## src/rtl/flex_elastic_buffer.sv

```systemverilog
// flex_elastic_buffer: DEPTH-entry ring-buffer FIFO with valid/ready handshakes
// on both sides. in_ready and out_valid come from the registered occupancy
// count only, so there is no combinational path between the two sides and no
// empty bypass. The minimum latency from push to visibility is one cycle.
module flex_elastic_buffer #(
    parameter int NUM_BITS = 32,
    parameter int DEPTH    = 4
) (
    input  logic                       clk,
    input  logic                       n_rst,
    input  logic                       flush,
    input  logic                       in_valid,
    input  logic [NUM_BITS-1:0]        in_data,
    output logic                       in_ready,
    output logic                       out_valid,
    output logic [NUM_BITS-1:0]        out_data,
    input  logic                       out_ready,
    output logic [$clog2(DEPTH):0]     count
);

    localparam int PTR_W = $clog2(DEPTH);
    localparam int CNT_W = $clog2(DEPTH) + 1;

    logic [NUM_BITS-1:0] mem [DEPTH];
    logic [PTR_W-1:0]    wr_ptr;
    logic [PTR_W-1:0]    rd_ptr;
    logic                push;
    logic                pop;

    // Status flags are derived from the registered count alone.
    assign in_ready  = (count < CNT_W'(DEPTH));
    assign out_valid = (count != '0);
    assign out_data  = mem[rd_ptr];

    // A flush overrides any transfer in the same cycle.
    assign push = in_valid  & in_ready  & ~flush;
    assign pop  = out_valid & out_ready & ~flush;

    // Storage: cleared on reset, written at wr_ptr on push.
    always_ff @(posedge clk or negedge n_rst) begin
        if (!n_rst) begin
            mem <= '{default: '0};
        end else if (push) begin
            mem[wr_ptr] <= in_data;
        end
    end

    // Pointers advance on transfer and wrap naturally since DEPTH is a power of two.
    always_ff @(posedge clk or negedge n_rst) begin
        if (!n_rst) begin
            wr_ptr <= '0;
            rd_ptr <= '0;
        end else if (flush) begin
            wr_ptr <= '0;
            rd_ptr <= '0;
        end else begin
            if (push) wr_ptr <= wr_ptr + 1'b1;
            if (pop)  rd_ptr <= rd_ptr + 1'b1;
        end
    end

    // Occupancy: push and pop together leave it unchanged.
    always_ff @(posedge clk or negedge n_rst) begin
        if (!n_rst) begin
            count <= '0;
        end else if (flush) begin
            count <= '0;
        end else begin
            unique case ({push, pop})
                2'b10:   count <= count + 1'b1;
                2'b01:   count <= count - 1'b1;
                default: count <= count;
            endcase
        end
    end

endmodule

```

## config.mk

```make
export PLATFORM = sky130hd
export DESIGN_NAME = flex_elastic_buffer
export DESIGN_NICKNAME = d
export VERILOG_FILES = /design/src/rtl/flex_elastic_buffer.sv
export SDC_FILE = /design/constraint.sdc
export NUM_CORES = 1
export LEC_CHECK = 0
export ABC_AREA = 1
export CAP_MARGIN = 10
export CELL_PAD_IN_SITES_DETAIL_PLACEMENT = 2
export CELL_PAD_IN_SITES_GLOBAL_PLACEMENT = 2
export CORE_ASPECT_RATIO = 1.4
export CORE_UTILIZATION = 38
export DETAILED_ROUTE_END_ITERATION = 8
export HOLD_SLACK_MARGIN = 0.12
export PLACE_DENSITY_LB_ADDON = 0.1
export RECOVER_POWER = 100
export SLEW_MARGIN = 20
export SYNTH_ARGS = -nofsm -noshare
export SYNTH_HDL_FRONTEND = slang
export SYNTH_SLANG_ARGS = --single-unit
```

## constraint.sdc

```tcl
create_clock -name clk -period 2.8 [get_ports clk]
set_input_delay 0.56 -clock clk [delete_from_list [all_inputs] [get_ports clk]]
set_output_delay 0.56 -clock clk [all_outputs]
set_load 0.1 [all_outputs]
```

==> flow_summary.toml <==
[timing]
fmax_ghz = 0.371
finClkSkew_ns = 0.00599
fin_crit_ns = 2.69
tightest_slew_ns = 1.61
setup_violations = 0
rsz0062_at_grt = "no"
drv_slew = 61
hold_violations = 0
setup_tns_ns = 0
relSlewSlack_pct = -7.29
fin_hold_ws_ns = 0.478
timing.final.crit_share_pct = 96.2

[final_layout]
fin_cells = 959
drive_gt1_share_pct = 15.3
nets = 789
layout-area-overhead-vs-synth_pct = 21.9
layout_common_cells = "169 x o21ai_0, 142 x nand2_1, 134 x dfrtp_1"
final_common_cell = "o21ai_0"
antenna_cells = 0
final_core_util_pct = 47.6

[floorplan]
dieArea_um2 = 17200
rows = 55
die_h_um = 155
pin_count = 74
chipWidth_um = 111
start_util_pct = 39.1
coreArea_um2 = 16200

[critical_path]
cp_data_arrival_time_ns = 2.13
critPathRequiredTime_ns = 2.24
startpoint_type = "register"
worstPathMaxFanout = 33
cp-end-kind = "primary output"
path_class = "reg -> out"

[clock_network]
clk_pin_slew_ns = 0.06
cts.sinks = 135
cts_buffers = 17
cts_buffer_depth = 2
postCtsSetupBuffers = 0
insertion_delay_ns = 0.43
h-tree-depth = 4
tritoncts = "done"
cts_root_buffer = "clkbuf_16"

[hold_path]
holdCritPathClass = "reg -> reg"

[synth]
syn_nets = 722
netlist-cell-type-count = 25
synthCells = 680
synth.avg_cell_area_um2 = 9.34
ys_seq_area_share_pct = 53.2
synth_seq_cells = 135
yosysWarnings = 0
synth.cell_area_um2 = 6350

[place]
dp_hpwl_um = 12200
portBuffers = 73
gp_congestion = 0.723
dp_cells = 927

[drt]
wl_met2_um = 10600
postRouteAntennaNets = 0
drt_iter0_drc = 160
m1WireLength_um = 8010
routed.top_layer = "met4"
routed_wl_um = 19500
drt_pass1_iterations = 6
wl_per_cell_um = 20.4
wl_met3_um = 469
vias_per_cell = 5.41
route.detailed.drc = 4
vias = 5191

[global_routing]
grt_pass1_vias = 6175
track_usage_pct = 24.4
grt-ovfl-total = 0
grt_pass1_wl_um = 32400
grt_max_degree = 66
antenna_found_initial = 0

[status]
failed_checks = "design-rule violations, max-capacitance violations, max-slew violations"
outcome = "finished with violations"

[flow_run]
max_cap_viol_count = 1
## metrics by stage
stage	cell area [um2]	setup slack, ns
after floorplan	6550	-0.0771
after global placement	7680	0.477
after detailed placement	7680	0.386
after CTS	8240	0.0557
after global routing	7740	0.0182
final	7740	0.106
## worst paths after layout
| check | from | end | slack, ns | cells after the start |
|---|---|---|---|---|
| max in group asynchronous | n_rst | mem[32] | 0.61 | 2 |
| min reg2reg | mem[70] | mem[70] | 0.48 | 2 |
| max reg2reg | count[2] | mem[99] | 0.38 | 7 |
| max | rd_ptr[1] | out_data[22] | 0.11 | 5 |
| min in group asynchronous | n_rst | mem[14] | 0.54 | 1 |
| min | mem[70] | mem[70] | 0.48 | 2 |
## timing repair
item,in CTS,in global routing
setup endpoints to repair,1,1
hold buffers,0,0
resized for setup,1,1
## layout make-up
| class | instances | area [um2] |
|---|---|---|
| timing repair buffer | 92 | 1100 |
| tap | 199 | 249 |
| fill | 1802 | 8500 |
| sequential | 135 | 3380 |
| multi-input combinational | 460 | 2290 |
| clock inverter | 9 | 73.8 |
| inverter | 41 | 158 |
| clock buffer | 23 | 488 |
## critical path, stage by stage (launching register included)
cell and delay (ns):
dfrtp_1 0.42, inv_1 0.08, clkbuf_4 0.44, o21ai_0 0.18
o22ai_1 0.35, buf_12 0.23
## Yosys cell counts
cell / instances / area [um2]
a21oi_1: 1 / 5.00
a21oi_2: 1 / 8.76
a22o_1: 1 / 8.76
buf_2: 4 / 20.0
buf_4: 2 / 15.0
buf_6: 24 / 270
clkbuf_1: 14 / 52.6
dfrtp_1: 135 / 3380
fa_1: 1 / 20.0
ha_1: 4 / 50.1
inv_1: 39 / 146
inv_2: 1 / 3.75
inv_4: 1 / 6.26
nand2_1: 142 / 533
nand2_2: 2 / 12.5
nand2_4: 5 / 56.3
nand3_1: 4 / 20.0
nor2_1: 69 / 259
nor2_8: 1 / 20.0
nor3_1: 2 / 10.0
o21ai_0: 66 / 330
o21ai_1: 55 / 275
o21ai_2: 73 / 639
o22ai_1: 32 / 200
xnor2_1: 1 / 8.76
## cells by family (layout without fill, tap and decap cells)
kind of cell / count (synthesis) / count (layout) / share of synthesized area (%)
AOI/OAI and AO/OA: 229 / 229 / 23.1
and+or+nand+nor: 225 / 225 / 14.3
DFF: 135 / 135 / 53.2
buffers and inverters: 85 / 165 / 8.10
adders and majority gates: 5 / 5 / 1.10
xor gates and xnor gates: 1 / 1 / 0.138
## state kept, by name (all words and copies together) (netlist names)
signal / flops
count: 3
rd_ptr: 2
mem: 128
wr_ptr: 2
## layer usage
| metal | GRT usage (%) | vias up |
|---|---|---|
| met1 | 26.5 | 2692 |
| met3 | 4.44 | 27 |
| met5 | 0 | - |
| met4 | 8.94 | 0 |
| li1 | - | 2388 |
| met2 | 46.7 | 84 |
Power is not shown: default switching activity piles up to over one toggle a cycle in this logic, so the estimate is an artifact.
